===== config.mk =====
export PLATFORM = sky130hd
export DESIGN_NAME = ps2_host_tx
export DESIGN_NICKNAME = d
export VERILOG_FILES = /design/src/rtl/ps2_host_tx.sv
export SDC_FILE = /design/constraint.sdc
export NUM_CORES = 1
export LEC_CHECK = 0
export CAP_MARGIN = 25
export CORE_ASPECT_RATIO = 0.5
export CORE_MARGIN = 3
export CORE_UTILIZATION = 30
export CTS_BUF_LIST = sky130_fd_sc_hd__clkbuf_4
export DETAILED_ROUTE_END_ITERATION = 16
export PLACE_DENSITY = 0.47
export SYNTH_ARGS = -nofsm -noshare
export SYNTH_HDL_FRONTEND = slang
export SYNTH_SLANG_ARGS = --single-unit

===== constraint.sdc =====
create_clock -name clk -period 2.95 [get_ports clk]
set_input_delay 0.295 -clock clk [delete_from_list [all_inputs] [get_ports clk]]
set_output_delay 0.295 -clock clk [all_outputs]
set_load 0.02 [all_outputs]

===== src/rtl/ps2_host_tx.sv =====
// rtl/ps2_host_tx.sv - PS/2 host-to-device command byte transmitter
module ps2_host_tx #(
    parameter int INHIBIT_CYCLES = 1432,
    parameter int TIMEOUT_CYCLES = 214773
) (
    input  logic       clk,
    input  logic       reset,
    input  logic [7:0] tx_data,
    input  logic       tx_start,
    output logic       busy,
    output logic       done,
    output logic       error,
    output logic       rx_inhibit,
    input  logic       ps2_clk_in,
    input  logic       ps2_data_in,
    output logic       ps2_clk_oe,
    output logic       ps2_data_oe
);

    localparam logic [2:0] ST_IDLE    = 3'd0;
    localparam logic [2:0] ST_INHIBIT = 3'd1;
    localparam logic [2:0] ST_RTS     = 3'd2;
    localparam logic [2:0] ST_SHIFT   = 3'd3;
    localparam logic [2:0] ST_ACK     = 3'd4;
    localparam logic [2:0] ST_WAIT    = 3'd5;

    localparam logic [17:0] INHIBIT_LAST = 18'(INHIBIT_CYCLES - 1);
    localparam logic [17:0] TIMEOUT_LAST = 18'(TIMEOUT_CYCLES - 1);
    localparam logic [17:0] CNT_MAX      = 18'h3ffff;

    logic [1:0]  clk_sync_q, data_sync_q;
    logic        clk_prev_q;
    logic [2:0]  state_q, state_d;
    logic [17:0] cnt_q, cnt_d, cnt_inc;
    logic [3:0]  bitcnt_q, bitcnt_d;
    logic [7:0]  tx_q, tx_d;
    logic        parity_q, parity_d;
    logic        data_oe_q, data_oe_d;
    logic        done_q, done_d;
    logic        error_q, error_d;

    logic clk_s, data_s, fall, watched, timeout;

    assign clk_s   = clk_sync_q[1];
    assign data_s  = data_sync_q[1];
    assign fall    = clk_prev_q & ~clk_s;
    assign cnt_inc = (cnt_q == CNT_MAX) ? cnt_q : cnt_q + 18'd1;
    assign watched = (state_q == ST_SHIFT) || (state_q == ST_ACK) || (state_q == ST_WAIT);
    assign timeout = watched && (cnt_q >= TIMEOUT_LAST);

    // Pin synchronizers and clock history; idle-high reset avoids a false fall
    always_ff @(posedge clk) begin
        if (reset) begin
            clk_sync_q  <= 2'b11;
            data_sync_q <= 2'b11;
            clk_prev_q  <= 1'b1;
        end else begin
            clk_sync_q  <= {clk_sync_q[0], ps2_clk_in};
            data_sync_q <= {data_sync_q[0], ps2_data_in};
            clk_prev_q  <= clk_s;
        end
    end

    // Transaction sequencing: inhibit, request-to-send, shift, acknowledge
    always_comb begin
        state_d   = state_q;
        cnt_d     = cnt_q;
        bitcnt_d  = bitcnt_q;
        tx_d      = tx_q;
        parity_d  = parity_q;
        data_oe_d = data_oe_q;
        done_d    = 1'b0;
        error_d   = 1'b0;
        if (timeout) begin
            // Watchdog has priority over any edge arriving in the same cycle
            state_d   = ST_IDLE;
            data_oe_d = 1'b0;
            cnt_d     = 18'd0;
            error_d   = 1'b1;
        end else begin
            case (state_q)
                ST_IDLE: begin
                    data_oe_d = 1'b0;
                    if (tx_start) begin
                        tx_d     = tx_data;
                        parity_d = ~^tx_data;
                        cnt_d    = 18'd0;
                        state_d  = ST_INHIBIT;
                    end
                end
                ST_INHIBIT: begin
                    data_oe_d = 1'b0;
                    cnt_d     = cnt_inc;
                    if (cnt_q >= INHIBIT_LAST) begin
                        data_oe_d = 1'b1;
                        state_d   = ST_RTS;
                    end
                end
                ST_RTS: begin
                    cnt_d    = 18'd0;
                    bitcnt_d = 4'd0;
                    state_d  = ST_SHIFT;
                end
                ST_SHIFT: begin
                    cnt_d = cnt_inc;
                    if (fall) begin
                        bitcnt_d = bitcnt_q + 4'd1;
                        if (bitcnt_q < 4'd8) begin
                            data_oe_d = ~tx_q[bitcnt_q[2:0]];
                        end else if (bitcnt_q == 4'd8) begin
                            data_oe_d = ~parity_q;
                        end else begin
                            data_oe_d = 1'b0;
                            state_d   = ST_ACK;
                        end
                    end
                end
                ST_ACK: begin
                    cnt_d = cnt_inc;
                    if (fall) begin
                        if (!data_s) begin
                            state_d = ST_WAIT;
                        end else begin
                            state_d = ST_IDLE;
                            cnt_d   = 18'd0;
                            error_d = 1'b1;
                        end
                    end
                end
                ST_WAIT: begin
                    cnt_d = cnt_inc;
                    if (clk_s && data_s) begin
                        state_d = ST_IDLE;
                        cnt_d   = 18'd0;
                        done_d  = 1'b1;
                    end
                end
                default: begin
                    state_d   = ST_IDLE;
                    data_oe_d = 1'b0;
                end
            endcase
        end
    end

    // State and datapath registers
    always_ff @(posedge clk) begin
        if (reset) begin
            state_q   <= ST_IDLE;
            cnt_q     <= 18'd0;
            bitcnt_q  <= 4'd0;
            tx_q      <= 8'd0;
            parity_q  <= 1'b0;
            data_oe_q <= 1'b0;
            done_q    <= 1'b0;
            error_q   <= 1'b0;
        end else begin
            state_q   <= state_d;
            cnt_q     <= cnt_d;
            bitcnt_q  <= bitcnt_d;
            tx_q      <= tx_d;
            parity_q  <= parity_d;
            data_oe_q <= data_oe_d;
            done_q    <= done_d;
            error_q   <= error_d;
        end
    end

    assign busy        = (state_q != ST_IDLE);
    assign rx_inhibit  = busy;
    assign ps2_clk_oe  = (state_q == ST_INHIBIT) || (state_q == ST_RTS);
    assign ps2_data_oe = data_oe_q;
    assign done        = done_q;
    assign error       = error_q;

endmodule


# After elaboration in Yosys (flattened, before gate mapping)
# Cells that the tools add are included.
[op_classes]
addsub = 2
n_mux = 29
n_reduce_logical = 19
eq_ne = 14
order_cmp = 4
n_bitwise = 7
div = 0
shifts = 0
mul = 0
[op_table]
columns = ["cell", "n"]
rows = [
  ["18-bit 2-to-1 mux", 5],
  ["18-bit one-hot mux with 5 select lines", 1],
  ["3-bit 2-to-1 mux", 8],
  ["18-bit by 1-bit adder with 18-bit output (second input constant)", 1],
  ["18-bit == test (second input constant)", 1],
  ["18-bit by 11-bit greater-or-equal comparator with 1-bit output (second input constant)", 1],
  ["18-bit greater-or-equal comparator (second input constant)", 1],
  ["3-bit one-hot mux with 6 select lines", 1],
  ["2-bit != test (second input constant)", 6],
  ["1-bit 2-to-1 mux", 10],
  ["4-bit one-hot mux with 2 select lines", 1],
  ["8-bit XNOR reduction", 1],
  ["7-bit AND reduction", 1],
  ["3-bit by 2-bit == test with 1-bit output (second input constant)", 2],
  ["3-bit == test (second input constant)", 2],
  ["1-bit NOT", 6],
  ["3-bit AND reduction", 2],
  ["3-bit OR reduction", 2],
  ["5-bit nonzero test", 1],
  ["4-bit by 1-bit adder with 4-bit output (second input constant)", 1],
  ["4-bit == test (second input constant)", 1],
  ["3-bit by 4-bit less-than comparator with 1-bit output (second input constant)", 1],
  ["4-bit less-than comparator (second input constant)", 1],
  ["4-bit 2-to-1 mux", 1],
  ["other kinds (12)", 17],
]
[totals]
reg_bits = 42
mem_count = 0
rom_bits = 0
wordCells = 86
mem_bits_rw = 0
output_inout_bits = 6
latch_bits = 0

# Logic depth before layout (Yosys ltp)
[logic_depth]
depth_word = 6
depth_mapped = 7
depth_no_buf = 7

# Worst setup path after synthesis
# OpenSTA, ideal clock, no wires.
[synth_path]
kind = "register -> register"
from = "reg bitcnt_q[0]"
to = "reg data_oe_q, in the netlist ps2_data_oe"
t_arrival_ps = 1732
stages_incl_launch_ff = 6
setup_slack_ps = 1144
n_path_buf = 0
required_ps = 2876
cell_sequence = "dfxtp_1 mux4_1 mux2i_1 o21ai_0 or4b_1 a31oi_1"
[synth_between]
elab_chain_len = 6
elab_cells_between_ends = 9
classes_between = "1 x order compare; 1 x eq/ne; 6 x mux; 1 x bitwise"
[synth_rtl]
columns = ["item", "line", "rtl"]
rows = [
  ["from (decl)", "35", "logic [3:0] bitcnt_q, bitcnt_d;"],
  ["from (signal assigned)", "160", "bitcnt_q <= bitcnt_d;"],
  ["1-bit binary-select mux with 3-bit select", "109", "data_oe_d = ~tx_q[bitcnt_q[2:0]];"],
  ["1-bit 2-to-1 mux (implied by the code)", "109", ""],
  ["1-bit NOT", "109", ""],
  ["1-bit 2-to-1 mux (*)", "108", "if (bitcnt_q < 4'd8) begin"],
  ["1-bit 2-to-1 mux (*)", "106", "if (fall) begin"],
  ["1-bit one-hot mux with 3 select lines (*)", "81", "case (state_q)"],
  ["to (signal assigned)", "163", "data_oe_q <= data_oe_d;"],
  ["to (decl)", "38", "logic data_oe_q, data_oe_d;"],
]
# Mark *: on every way between the ends. The rest lies on a longest branch, timed or not. The select of a mux whose other input is x is not followed.
# A chain may end at the register's enable or synchronous reset.

# Worst setup path in the final report
[layout_path]
from = "reg state_q[0]"
to = "out busy"
[layout_between]
elab_chain_len = 1
[layout_rtl]
columns = ["item", "line", "rtl"]
rows = [
  ["from (decl)", "33", "logic [2:0] state_q, state_d;"],
  ["from (signal assigned)", "158", "state_q <= state_d;"],
  ["3-bit nonzero test", "169", "assign busy = (state_q != ST_IDLE);"],
  ["to (decl)", "10", "output logic busy,"],
]
# Every way passes these cells.

==> run summary <==
==========================================================================================
Outcome ..................................................................... finished clean
Worst Path Arrival ..........................................................      1.95 ns
Avg Vias per Cell ...........................................................         5.38
Non-filler instance count after layout ......................................          404
Post-Synthesis Cells ........................................................          287
Clock edge transition at the registers on the reported setup and hold paths .      0.12 ns
Kind of end point of the critical path ......................................  output port
Static Leak .................................................................     0.899 nW
Register-to-register path setup slack .......................................      0.80 ns
Distinct cell type count after synthesis ....................................           63
Worst-case clock buffer depth ...............................................            2
Number of remaining DRC errors ..............................................            0
Worst Hold Path EP .......................................................... clk_sync_q[1]$_SDFF_PP1_
Total wire length after detailed routing ....................................      6010 µm
RR Endpoint ................................................................. cnt_q[16]$_SDFFE_PP0P_
Width of the chip ...........................................................       134 µm
Relative max-transition margin ..............................................        60.1%
Peak ir drop on the vdd network .............................................       119 µV
Proportion of power drawn by combinational gates ............................        12.1%
Fraction of registers with async set or reset after synthesis ...............           0%
Core area ...................................................................     7620 µm²
Total of max-cap violations .................................................            0
Top flip-flop cell by instance count after synthesis ........................ sky130_fd_sc_hd__dfxtp_1
Routed wire length per instance .............................................      14.9 µm
Critical Setup Path Class ................................................... flip-flop to output port
Leading cell type in the layout, fill and taps excluded ..................... sky130_fd_sc_hd__dfxtp_1
Number of cells after detailed placement ....................................          396
Number of warnings reported in the yosys synthesis log ......................            0
Setup-failing EPs final .....................................................            0
Number of hold violations in the final report ...............................            0
Mux contribution to synthesized area ........................................        2.55%
Clock tree skew after final layout ..........................................    0.0125 ns
Fraction of the mapped netlist area in compound gates .......................        24.1%
CTS hold repair buffers .....................................................            0
Clock insertion delay at the later pin of the skew report ...................      0.37 ns
Overall overflow remaining after global route ...............................            0
Cell type with the largest total area after synthesis ....................... sky130_fd_sc_hd__dfxtp_1
Final RePlAce weighted congestion ...........................................        0.801
Total GRT Usage .............................................................        13.4%
Wire length of the first global-routing pass ................................     10300 µm
Share of total power consumed by net switching ..............................        27.5%
Final nets ..................................................................          312
Number of buffers created by CTS ............................................            5
Total of flip-flops plus latches after synthesis ............................           42
Clock tree root driver cell ................................................. sky130_fd_sc_hd__clkbuf_4
Worst R2R Start ............................................................. cnt_q[1]$_SDFFE_PP0P_
Internal power component ....................................................       738 µW
Highest Clock Rate ..........................................................      446 MHz
Total number of H-tree levels ...............................................            2
Most frequent cells in the layout ........................................... sky130_fd_sc_hd__dfxtp_1 (42), sky130_fd_sc_hd__nand2_1 (40), sky130_fd_sc_hd__a21oi_1 (19)
Main combinational cell family by area after synthesis ...................... simple AND/OR/NAND/NOR gates
Largest net degree at the start of global routing ...........................           21
Number of port buffers ......................................................           18
Synthesized cell area .......................................................     2450 µm²
Starting utilization of the core area .......................................        32.1%
Number of enable flip-flop cells after synthesis ............................            0
IO Pins .....................................................................           19
TritonCTS clock tree ........................................................        built
Setup repair after global routing missed its margin .........................        false
Worst hold stages ...........................................................            1
Min-delay worst type ........................................................ flip-flop to flip-flop
Area of the die .............................................................     9360 µm²
Layout overhead on the synthesized area .....................................        10.9%
Type of element launching the critical path .................................    flip-flop
Setup TNS Final .............................................................         0 ns
Fin. max-slew vios ..........................................................            0
HPWL Detailed ...............................................................      4260 µm
Hold Startpoint ............................................................. clk_sync_q[0]$_SDFF_PP1_
Count of antenna-violating nets left after detailed routing .................            0
Via count of the first global-routing pass ..................................         2076
Ratio of total power to cell area ...........................................   374 nW/µm²
Fraction of the cycle the final worst path needs ............................        76.1%
Simple-gate share of the synthesized area ...................................        26.4%
Detailed router's first-iteration violation count ...........................          161
Net count after synthesis ...................................................          304
Maximum fanout along the worst path .........................................           18
Reg2Reg Depth ...............................................................            6
Part of the Yosys area used for sequential elements .........................        34.3%
Initial antenna violation count .............................................            0
Top cells by area in the synthesized netlist ................................ sky130_fd_sc_hd__dfxtp_1 (34%), sky130_fd_sc_hd__nand2_1 (6.1%), sky130_fd_sc_hd__xnor2_1 (4.3%)
Vias post-DR ................................................................         2172
Clk sink count ..............................................................           42
Post-synthesis adder-cell area fraction .....................................        2.04%
Clock period minus worst slack ..............................................      2.24 ns
Number of antenna cells inserted ............................................            0
Share of the synthesized area in the top cell type ..........................        34.3%
Least-Margin Pin Slew .......................................................     0.598 ns
Die extent in y .............................................................      69.9 µm
Fraction of layout instances using a drive strength above 1 .................        10.1%
Syn avg cell area ...........................................................     8.54 µm²
Switch Pwr ..................................................................       280 µW
CP Data Required Time .......................................................      2.65 ns
Sequential share of power ...................................................        58.4%
Part of the power in the clock network ......................................        29.5%
Xor-xnor portion of the synthesized cell area ...............................        4.29%
Number of buffers inserted by post-CTS setup repair .........................            0
Row cnt .....................................................................           22
Number of gates resized after CTS ...........................................            0
Total iterations of the first detailed-routing run ..........................            4
==========================================================================================
==> state kept, by name (all words and copies together) (netlist names), 2 cells and up <==
name	flops
bitcnt_q	4
clk_sync_q	2
cnt_q	18
data_sync_q	2
state_q	3
tx_q	8
==> final cells by class <==
| cell class | count | area, µm² |
|---|---|---|
| inverters | 10 | 37.5 |
| well taps | 108 | 135 |
| clock inverters | 2 | 8.76 |
| clock buffers | 6 | 45.0 |
| multi-input cells | 216 | 1460 |
| flip-flops and latches | 42 | 841 |
| fillers | 819 | 4910 |
| repair buffers | 20 | 195 |
==> metal layers <==
| metal | part of all wire [%] | global-route usage [%] | up-vias |
|---|---|---|---|
| li1 | - | - | 1078 |
| met1 | 51 | 18.7 | 1049 |
| met2 | 44 | 20.1 | 37 |
| met3 | 3.4 | 3.81 | 8 |
| met4 | 1.1 | 4.10 | 0 |
| met5 | 0 | 0 | - |
==> synthesized netlist by cell type, types with 3 or more instances <==
cell                       count
sky130_fd_sc_hd__o31ai_1       4
sky130_fd_sc_hd__a31oi_1       8
sky130_fd_sc_hd__o21ai_0       8
sky130_fd_sc_hd__or2_2         5
sky130_fd_sc_hd__or4_1         3
sky130_fd_sc_hd__a211oi_1      5
sky130_fd_sc_hd__a311oi_1      3
sky130_fd_sc_hd__inv_1        10
sky130_fd_sc_hd__nand3_1       8
sky130_fd_sc_hd__nor4_1        5
sky130_fd_sc_hd__a21o_1        3
sky130_fd_sc_hd__buf_2         6
sky130_fd_sc_hd__buf_6         4
sky130_fd_sc_hd__and4_1        3
sky130_fd_sc_hd__xnor2_1      12
sky130_fd_sc_hd__clkbuf_1      7
sky130_fd_sc_hd__nand2_1      40
sky130_fd_sc_hd__nor2_1       15
sky130_fd_sc_hd__nand4_1       7
sky130_fd_sc_hd__a21oi_1      19
sky130_fd_sc_hd__nor3_1        5
sky130_fd_sc_hd__o21ai_1       4
sky130_fd_sc_hd__a41oi_1       4
sky130_fd_sc_hd__dfxtp_1      42
sky130_fd_sc_hd__ha_1          4
sky130_fd_sc_hd__o211ai_1      4
==> power groups by stage <==
stage | clock, mW | combinational, mW | sequential (mW)
CTS | 0.312 | 0.125 | 0.595
finish | 0.300 | 0.123 | 0.595
detailed placement | 0 | 0.124 | 0.607
floorplan | 0 | 0.0918 | 0.600
global placement | 0 | 0.123 | 0.607
global route | 0.332 | 0.137 | 0.598
==> stage by stage <==
step           hold slack [ns]  worst slack [ns]  area (µm²)  util (%)  total power, mW
2_1_floorplan            0.389              1.14        2450         -            0.692
3_3_place_gp             0.399             0.784        2670      35.0            0.730
3_5_place_dp             0.400             0.774        2670      35.0            0.732
4_1_cts                  0.430             0.685        2720      35.7             1.03
5_1_grt                  0.453             0.527        2720      35.7             1.07
6_report                 0.428             0.706        2720      35.7             1.02
==> worst max-delay path: stages, from the launching register on <==
cell                              delay [ns]
sky130_fd_sc_hd__dfxtp_1                0.72
sky130_fd_sc_hd__nor3_1                 0.15
sky130_fd_sc_hd__inv_1                  0.10
sky130_fd_sc_hd__clkdlybuf4s50_1        0.60
==> worst max path at each step <==
stage / startpoint / endpoint / slack [ns] / cells past startpoint
6_report: state_q[0]$_SDFFE_PP0P_ / busy / 0.71 / 3
3_3_place_gp: state_q[1]$_SDFFE_PP0P_ / cnt_q[8]$_SDFFE_PP0P_ / 0.78 / 5
3_5_place_dp: tx_start / cnt_q[15]$_SDFFE_PP0P_ / 0.77 / 6
5_1_grt: cnt_q[1]$_SDFFE_PP0P_ / cnt_q[16]$_SDFFE_PP0P_ / 0.53 / 6
2_1_floorplan: bitcnt_q[0]$_SDFFE_PP0P_ / ps2_data_oe$_SDFFE_PP0P_ / 1.14 / 5
4_1_cts: state_q[0]$_SDFFE_PP0P_ / busy / 0.69 / 3
==> cells by family (layout without fill, tap and decap cells) <==
logic type / after synthesis / count (layout)
AND/OR/NAND/NOR: 115 / 115
AO/OA/AOI/OAI: 82 / 82
flip-flops: 42 / 42
buffers and inverters: 29 / 38
XOR/XNOR: 12 / 12
adder cells (fa/ha/maj): 4 / 4
multiplexers: 3 / 3
(Power assumes the default switching activity.)
